File: config.mk
export PLATFORM = sky130hd
export DESIGN_NAME = btb_upd_sched_flat
export DESIGN_NICKNAME = d
export VERILOG_FILES = /design/src/rtl/btb_upd_sched_pkg.sv /design/src/rtl/btb_upd_sched_if.sv /design/src/rtl/btb_upd_sched_fifo.sv /design/src/rtl/btb_upd_sched.sv /design/src/flat_wrapper.sv
export SDC_FILE = /design/constraint.sdc
export NUM_CORES = 1
export LEC_CHECK = 0
export CORE_ASPECT_RATIO = 1.75
export CORE_MARGIN = 1
export CORE_UTILIZATION = 61
export CTS_BUF_LIST = sky130_fd_sc_hd__clkbuf_8
export CTS_CLUSTER_DIAMETER = 150
export DETAILED_ROUTE_END_ITERATION = 7
export PLACE_DENSITY = 0.87
export SYNTH_ARGS = -nofsm -noshare
export SYNTH_HDL_FRONTEND = slang
export SYNTH_SLANG_ARGS = --single-unit
File: constraint.sdc
create_clock -name clk -period 11.25 [get_ports clk]
set_clock_uncertainty 0.2 [all_clocks]
set_input_delay 2.25 -clock clk [delete_from_list [all_inputs] [get_ports clk]]
set_output_delay 2.25 -clock clk [all_outputs]
set_load 0.01 [all_outputs]
File: src/rtl/btb_upd_sched_pkg.sv
// Shared types and defaults for the BTB update scheduler.
// Entry layout, FSM state encoding and an index-compare helper.
package btb_upd_sched_pkg;

  localparam int BTB_BITS       = 4;
  localparam int BTB_UPDQ_DEPTH = 4;

  typedef enum logic {
    BTBS_IDLE  = 1'b0,
    BTBS_CLEAR = 1'b1
  } btb_state_t;

  // flags = {uncondition, link, return}
  typedef struct packed {
    logic [31:0] addr;
    logic [31:0] target;
    logic [2:0]  flags;
  } upd_entry_t;

  function automatic logic idx_match(input logic [31:0] a, input logic [31:0] b,
                                     input int unsigned idx_bits);
    logic [31:0] mask;
    mask = ((32'd1 << idx_bits) - 32'd1) << 2;
    return ((a ^ b) & mask) == 32'd0;
  endfunction

endpackage

File: src/rtl/btb_upd_sched_if.sv
// Request, invalidate, clear and BTB-side signals of the update scheduler.
// slave is the scheduler's view, master the requester/BTB-side view.
interface btb_upd_sched_if;
  logic        upd0_valid, upd0_ready;
  logic [31:0] upd0_addr, upd0_target;
  logic [2:0]  upd0_flags;
  logic        upd1_valid, upd1_ready;
  logic [31:0] upd1_addr, upd1_target;
  logic [2:0]  upd1_flags;
  logic        fl_valid, fl_ready;
  logic [31:0] fl_addr;
  logic        clr_req, clr_busy;
  logic        corr_valid;
  logic [31:0] corr_addr, corr_branch_addr;
  logic        corr_uncondition_flag, corr_link_flag, corr_return_flag;
  logic        corr_fllush_valid;
  logic [31:0] corr_fllush_addr;

  modport slave (
    input  upd0_valid, upd0_addr, upd0_target, upd0_flags,
    input  upd1_valid, upd1_addr, upd1_target, upd1_flags,
    input  fl_valid, fl_addr, clr_req,
    output upd0_ready, upd1_ready, fl_ready, clr_busy,
    output corr_valid, corr_addr, corr_branch_addr,
    output corr_uncondition_flag, corr_link_flag, corr_return_flag,
    output corr_fllush_valid, corr_fllush_addr
  );

  modport master (
    output upd0_valid, upd0_addr, upd0_target, upd0_flags,
    output upd1_valid, upd1_addr, upd1_target, upd1_flags,
    output fl_valid, fl_addr, clr_req,
    input  upd0_ready, upd1_ready, fl_ready, clr_busy,
    input  corr_valid, corr_addr, corr_branch_addr,
    input  corr_uncondition_flag, corr_link_flag, corr_return_flag,
    input  corr_fllush_valid, corr_fllush_addr
  );
endinterface

File: src/rtl/btb_upd_sched_fifo.sv
// Two-write / one-read update FIFO; write port 0 lands ahead of port 1.
// Caller guarantees no overflow/underflow through its ready/pop logic.
module btb_upd_fifo
  import btb_upd_sched_pkg::*;
#(
  parameter int DEPTH = BTB_UPDQ_DEPTH
) (
  input  logic                   clk,
  input  logic                   rst,
  input  logic                   clear,
  input  logic                   wr0_en,
  input  upd_entry_t             wr0_data,
  input  logic                   wr1_en,
  input  upd_entry_t             wr1_data,
  input  logic                   rd_en,
  output upd_entry_t             head,
  output logic [$clog2(DEPTH):0] count
);
  localparam int PW = $clog2(DEPTH);
  localparam int CW = PW + 1;

  upd_entry_t    mem [DEPTH];
  logic [PW-1:0] wptr, rptr, wptr1;

  assign wptr1 = wptr + PW'(wr0_en);
  assign head  = mem[rptr];

  always_ff @(posedge clk) begin
    if (wr0_en) mem[wptr]  <= wr0_data;
    if (wr1_en) mem[wptr1] <= wr1_data;
  end

  always_ff @(posedge clk) begin
    if (rst || clear) begin
      wptr  <= '0;
      rptr  <= '0;
      count <= '0;
    end else begin
      wptr  <= wptr + PW'(wr0_en) + PW'(wr1_en);
      rptr  <= rptr + PW'(rd_en);
      count <= count + CW'(wr0_en) + CW'(wr1_en) - CW'(rd_en);
    end
  end
endmodule

File: src/rtl/btb_upd_sched.sv
// Serializes BTB training updates, single invalidates and full clears onto
// the BTB correct/flush port, never correcting and flushing one index together.
//
// state | meaning
// IDLE  | accept requests; issue flush slot and FIFO head each cycle
// CLEAR | flush index cnt each cycle; requests not accepted
module btb_upd_sched
  import btb_upd_sched_pkg::*;
#(
  parameter int IDX_BITS = BTB_BITS,
  parameter int DEPTH    = BTB_UPDQ_DEPTH
) (
  input logic             clk,
  input logic             rst,
  btb_upd_sched_if.slave  bus
);
  localparam int CW = $clog2(DEPTH) + 1;

  btb_state_t          state;
  logic                slot_vld;
  logic [31:0]         slot_addr;
  logic [IDX_BITS-1:0] cnt;
  logic [CW-1:0]       count, free;
  upd_entry_t          head, in0, in1;
  logic                idle, go_clear, acc0, acc1, acc_fl, conflict, issue_corr;

  assign idle     = (state == BTBS_IDLE);
  assign free     = CW'(DEPTH) - count;
  assign go_clear = idle && bus.clr_req;

  assign bus.upd0_ready = idle && (free >= CW'(1));
  assign bus.upd1_ready = idle && (free >= CW'(2));
  assign bus.fl_ready   = idle && !slot_vld;
  assign bus.clr_busy   = !idle;

  // Requests taken on the clear edge are dropped with the rest of the backlog.
  assign acc0   = bus.upd0_valid && bus.upd0_ready && !go_clear;
  assign acc1   = bus.upd1_valid && bus.upd1_ready && !go_clear;
  assign acc_fl = bus.fl_valid && bus.fl_ready && !go_clear;

  assign in0 = '{addr: bus.upd0_addr, target: bus.upd0_target, flags: bus.upd0_flags};
  assign in1 = '{addr: bus.upd1_addr, target: bus.upd1_target, flags: bus.upd1_flags};

  assign conflict   = slot_vld && idx_match(head.addr, slot_addr, IDX_BITS);
  assign issue_corr = idle && !bus.clr_req && (count != '0) && !conflict;

  btb_upd_fifo #(.DEPTH(DEPTH)) u_fifo (
    .clk      (clk),
    .rst      (rst),
    .clear    (go_clear),
    .wr0_en   (acc0),
    .wr0_data (in0),
    .wr1_en   (acc1),
    .wr1_data (in1),
    .rd_en    (issue_corr),
    .head     (head),
    .count    (count)
  );

  always_ff @(posedge clk) begin
    if (rst) begin
      state                     <= BTBS_IDLE;
      cnt                       <= '0;
      slot_vld                  <= 1'b0;
      slot_addr                 <= '0;
      bus.corr_valid            <= 1'b0;
      bus.corr_addr             <= '0;
      bus.corr_branch_addr      <= '0;
      bus.corr_uncondition_flag <= 1'b0;
      bus.corr_link_flag        <= 1'b0;
      bus.corr_return_flag      <= 1'b0;
      bus.corr_fllush_valid     <= 1'b0;
      bus.corr_fllush_addr      <= '0;
    end else begin
      bus.corr_valid        <= 1'b0;
      bus.corr_fllush_valid <= 1'b0;
      case (state)
        BTBS_IDLE: begin
          if (bus.clr_req) begin
            state    <= BTBS_CLEAR;
            cnt      <= '0;
            slot_vld <= 1'b0;
          end else begin
            if (slot_vld) begin
              bus.corr_fllush_valid <= 1'b1;
              bus.corr_fllush_addr  <= slot_addr;
            end
            if (issue_corr) begin
              bus.corr_valid       <= 1'b1;
              bus.corr_addr        <= head.addr;
              bus.corr_branch_addr <= head.target;
              {bus.corr_uncondition_flag, bus.corr_link_flag, bus.corr_return_flag} <= head.flags;
            end
            // The occupied slot always issues this cycle, so it only stays full on a new load.
            slot_vld <= acc_fl;
            if (acc_fl) slot_addr <= bus.fl_addr;
          end
        end
        BTBS_CLEAR: begin
          bus.corr_fllush_valid <= 1'b1;
          bus.corr_fllush_addr  <= 32'({cnt, 2'b00});
          cnt                   <= cnt + 1'b1;
          if (&cnt) state <= BTBS_IDLE;
        end
        default: state <= BTBS_IDLE;
      endcase
    end
  end
endmodule

File: src/flat_wrapper.sv
// flat-port wrapper written by rule: the top's interface ports become plain ports
module btb_upd_sched_flat import btb_upd_sched_pkg::*;
#(
  parameter int IDX_BITS = BTB_BITS,
  parameter int DEPTH    = BTB_UPDQ_DEPTH
)
  (clk, rst, bus_upd0_valid, bus_upd0_addr, bus_upd0_target, bus_upd0_flags, bus_upd1_valid, bus_upd1_addr, bus_upd1_target, bus_upd1_flags, bus_fl_valid, bus_fl_addr, bus_clr_req, bus_upd0_ready, bus_upd1_ready, bus_fl_ready, bus_clr_busy, bus_corr_valid, bus_corr_addr, bus_corr_branch_addr, bus_corr_uncondition_flag, bus_corr_link_flag, bus_corr_return_flag, bus_corr_fllush_valid, bus_corr_fllush_addr);
  btb_upd_sched_if bus_i ();
  input logic clk;
  input logic rst;
  input wire logic [$bits(bus_i.upd0_valid)-1:0] bus_upd0_valid;
  input wire logic [$bits(bus_i.upd0_addr)-1:0] bus_upd0_addr;
  input wire logic [$bits(bus_i.upd0_target)-1:0] bus_upd0_target;
  input wire logic [$bits(bus_i.upd0_flags)-1:0] bus_upd0_flags;
  input wire logic [$bits(bus_i.upd1_valid)-1:0] bus_upd1_valid;
  input wire logic [$bits(bus_i.upd1_addr)-1:0] bus_upd1_addr;
  input wire logic [$bits(bus_i.upd1_target)-1:0] bus_upd1_target;
  input wire logic [$bits(bus_i.upd1_flags)-1:0] bus_upd1_flags;
  input wire logic [$bits(bus_i.fl_valid)-1:0] bus_fl_valid;
  input wire logic [$bits(bus_i.fl_addr)-1:0] bus_fl_addr;
  input wire logic [$bits(bus_i.clr_req)-1:0] bus_clr_req;
  output wire logic [$bits(bus_i.upd0_ready)-1:0] bus_upd0_ready;
  output wire logic [$bits(bus_i.upd1_ready)-1:0] bus_upd1_ready;
  output wire logic [$bits(bus_i.fl_ready)-1:0] bus_fl_ready;
  output wire logic [$bits(bus_i.clr_busy)-1:0] bus_clr_busy;
  output wire logic [$bits(bus_i.corr_valid)-1:0] bus_corr_valid;
  output wire logic [$bits(bus_i.corr_addr)-1:0] bus_corr_addr;
  output wire logic [$bits(bus_i.corr_branch_addr)-1:0] bus_corr_branch_addr;
  output wire logic [$bits(bus_i.corr_uncondition_flag)-1:0] bus_corr_uncondition_flag;
  output wire logic [$bits(bus_i.corr_link_flag)-1:0] bus_corr_link_flag;
  output wire logic [$bits(bus_i.corr_return_flag)-1:0] bus_corr_return_flag;
  output wire logic [$bits(bus_i.corr_fllush_valid)-1:0] bus_corr_fllush_valid;
  output wire logic [$bits(bus_i.corr_fllush_addr)-1:0] bus_corr_fllush_addr;
  assign bus_i.upd0_valid = bus_upd0_valid;
  assign bus_i.upd0_addr = bus_upd0_addr;
  assign bus_i.upd0_target = bus_upd0_target;
  assign bus_i.upd0_flags = bus_upd0_flags;
  assign bus_i.upd1_valid = bus_upd1_valid;
  assign bus_i.upd1_addr = bus_upd1_addr;
  assign bus_i.upd1_target = bus_upd1_target;
  assign bus_i.upd1_flags = bus_upd1_flags;
  assign bus_i.fl_valid = bus_fl_valid;
  assign bus_i.fl_addr = bus_fl_addr;
  assign bus_i.clr_req = bus_clr_req;
  assign bus_upd0_ready = bus_i.upd0_ready;
  assign bus_upd1_ready = bus_i.upd1_ready;
  assign bus_fl_ready = bus_i.fl_ready;
  assign bus_clr_busy = bus_i.clr_busy;
  assign bus_corr_valid = bus_i.corr_valid;
  assign bus_corr_addr = bus_i.corr_addr;
  assign bus_corr_branch_addr = bus_i.corr_branch_addr;
  assign bus_corr_uncondition_flag = bus_i.corr_uncondition_flag;
  assign bus_corr_link_flag = bus_i.corr_link_flag;
  assign bus_corr_return_flag = bus_i.corr_return_flag;
  assign bus_corr_fllush_valid = bus_i.corr_fllush_valid;
  assign bus_corr_fllush_addr = bus_i.corr_fllush_addr;
  btb_upd_sched #(.IDX_BITS(IDX_BITS), .DEPTH(DEPTH)) u_core (.clk(clk), .rst(rst), .bus(bus_i));
endmodule
==> results.cfg <==
[finish]
area_growth_pct = 22.6
drive_above_1_share_pct = 29.0
final_net_count = 1743

[yosys]
ys_types = 44
synth-simple-area-share_pct = 5.34
syn_nets = 1502
yosys_warnings = 0
yosys_register_bits = 414
seq_area_frac_synth_pct = 59.3
ys.flop_type = edfxtp_1
syn-cell-area_mm2 = 0.0185
synth-compound-area-share_pct = 6.49
synth_edf_count = 268
synth.avg_cell_area_um2 = 14.0
synth_fa_ha_area_share_pct = 0.825
synth_xor_area_share_pct = 0.520
synth_top_family_by_area = multiplexers
yosys-mux-area-fraction_pct = 24.8
synth_async_sr_flop_share_pct = 0
syn_inst = 1319

[clock_network]
clkSinkCount = 414
clkTransAtPathRegs_ns = 0.06
clk_latency_ns = 0.62
ctsHoldBuffers = 0
clk_path_buf_depth = 3
postCtsSetupRepairBufs = 0
cts_buffers = 56
cts_tree = yes
cts-root-buf = clkbuf_8
cts_resized = 0
htreeDepth = 2

[worst_setup_path]
rrSetupSlack_ns = 6.34
cp_max_fo = 68
cp-start-kind = primary input
arrival_ns = 5.95
crit_path_end_kind = flip-flop
path_class = in2reg
cp_data_required_time_ns = 11.28

[routing]
drtIter0Drc = 885
via_count = 12300
ant_nets = 0
drt-pass1-iter-count = 5
routed_wl_mm = 45.6
wire_per_inst_um = 22.8
drc = 0
via_per_inst = 6.18

[floorplanning]
die_y_um = 232
start_util_pct = 61.8
die_x_um = 134
coreArea_mm2 = 0.0300
dieArea_mm2 = 0.0311
rows = 84
ioPinCount = 277

[timing]
slew_violations = 0
max_freq_mhz = 169
period_minus_slack_ns = 5.92
grt_setup_unrepaired = false
fin_crit_sh_pct = 52.6
worst_pin_slew_ns = 1.16
finalSetupViolCount = 0
final_hold_viol_count = 0
final.setup.tns_ns = 0
relSlewSlack_pct = 22.4

[global_route]
grt.total_usage_pct = 29.6
grt_pass1_vias = 13000
antenna_found_initial = 2
grt_pass1_wl_mm = 70.3
grt_max_degree = 88
grt-ovfl-total = 0

[power_and_ir_drop]
p_per_area_mw_per_mm2 = 177
irDropWorstVdd_uv = 116
power.leakage_nw = 7.48
power.total_mw = 4.03

[placement]
place.gp.congestion = 0.799
dpl.hpwl_mm = 27.5
portBuffers = 276

[status]
status = completed

[job]
maxCapViolCount = 0

[worst_hold_path]
min_path_type = reg2reg
-- layout by cell type, fill, tap and decap left out, types with 47 or more instances in the layout --
cell type / synthesis / final
clkdlybuf4s50_1: 0 / 275
mux2_2: 268 / 268
edfxtp_1: 268 / 268
dfxtp_1: 146 / 144
a21oi_1: 98 / 97
clkbuf_8: 0 / 74
nand3_1: 72 / 70
nand2_1: 71 / 69
mux4_2: 66 / 66
o21ai_1: 58 / 58
nor2_1: 47 / 47
-- worst paths after layout --
check | cells after the start | end | start
hold reg to reg | 2 | u_core.slot_addr[7] | u_core.slot_addr[7]
setup reg to reg | 11 | u_core.u_fifo.mem[2][14] | u_core.u_fifo.count[0]
hold / removal | 2 | u_core.slot_addr[7] | u_core.slot_addr[7]
setup / recovery | 8 | u_core.u_fifo.mem[2][14] | bus_clr_req
-- flip-flops by register name, summed over array words and instances, names as in the netlist --
signal,flops
u_core.bus.clr_busy,1
u_core.bus.corr_addr,32
u_core.bus.corr_branch_addr,32
u_core.bus.corr_fllush_addr,32
u_core.bus.corr_fllush_valid,1
u_core.bus.corr_link_flag,1
u_core.bus.corr_return_flag,1
u_core.bus.corr_uncondition_flag,1
u_core.bus.corr_valid,1
u_core.cnt,4
u_core.slot_addr,32
u_core.slot_vld,1
u_core.u_fifo.count,3
u_core.u_fifo.mem,268
u_core.u_fifo.rptr,2
u_core.u_fifo.wptr,2
-- metrics by stage --
step	cell area [µm²]	worst slack, ns	utilization [%]	std cells	hold slack, ns
after CTS	22700	5.32	75.7	1995	0.259
after global placement	21500	4.74	71.7	1889	0.242
final	22700	5.33	75.8	1996	0.257
after floorplan	18500	4.61	-	1319	0.237
after detailed placement	21500	4.71	71.7	1889	0.250
after global routing	22700	5.12	75.8	1996	0.276
-- layer usage --
metal / wire [µm] / GRT usage [%] / vias to the layer above / share of wire (%)
met5: 13 / 0 / - / 0.029
met2: 24600 / 54.5 / 546 / 54
met3: 2650 / 4.12 / 122 / 5.8
li1: - / - / 5510 / -
met1: 16100 / 32.6 / 6148 / 35
met4: 2230 / 16.2 / 2 / 4.9
-- where the power goes --
part | switching, mW | internal (mW)
Combinational | 0.474 | 0.453
Clock | 0.554 | 0.635
Sequential | 0.0771 | 1.83
-- cell usage after synthesis, types with 2 or more instances --
cell,instances,area (µm²)
nand2_1,71,267
mux2i_1,7,70.1
ha_1,9,113
o21ai_2,8,70.1
buf_6,2,22.5
inv_1,9,33.8
dfxtp_1,146,2920
nor3_2,2,20.0
and3_1,4,25.0
a21oi_1,98,490
fa_1,2,40.0
or3_1,2,12.5
nand3b_1,3,22.5
nand2b_1,2,12.5
xnor2_1,8,70.1
nor2_1,47,176
buf_2,43,215
a22oi_1,28,210
edfxtp_1,268,8050
and2_1,7,43.8
xor2_1,3,26.3
buf_1,9,33.8
o21ai_1,58,290
mux2_2,268,3020
nand3_1,72,360
mux4_2,66,1490
buf_4,4,30.0
clkbuf_1,47,176
a21oi_2,8,70.1
nor3_1,4,20.0
-- worst max-delay path, cell delays in order --
cell and delay (ns):
clkdlybuf4s50_1 0.60, nor2_1 0.11, and3_1 0.31, ha_1 0.46, nor3_4 0.25, buf_4 0.81, o21bai_4 0.28, buf_4 0.81
-- cell families after synthesis --
logic type / after synthesis
DFF: 414
and+or+nand+nor: 218
adders and majority gates: 11
muxes: 342
xor gates and xnor gates: 11
buffers and inverters: 115
AOI/OAI and AO/OA: 208
-- cell type report --
type	count	area (µm²)
Antenna cell	1	2.50
Clock buffer	74	1020
Clock inverter	32	190
Fill cell	1842	7260
Inverter	10	37.5
Multi-Input combinational cell	790	7130
Sequential cell	414	11000
Tap cell	387	484
Timing Repair Buffer	288	2850
No activity file was read; power rests on OpenSTA's default activity.
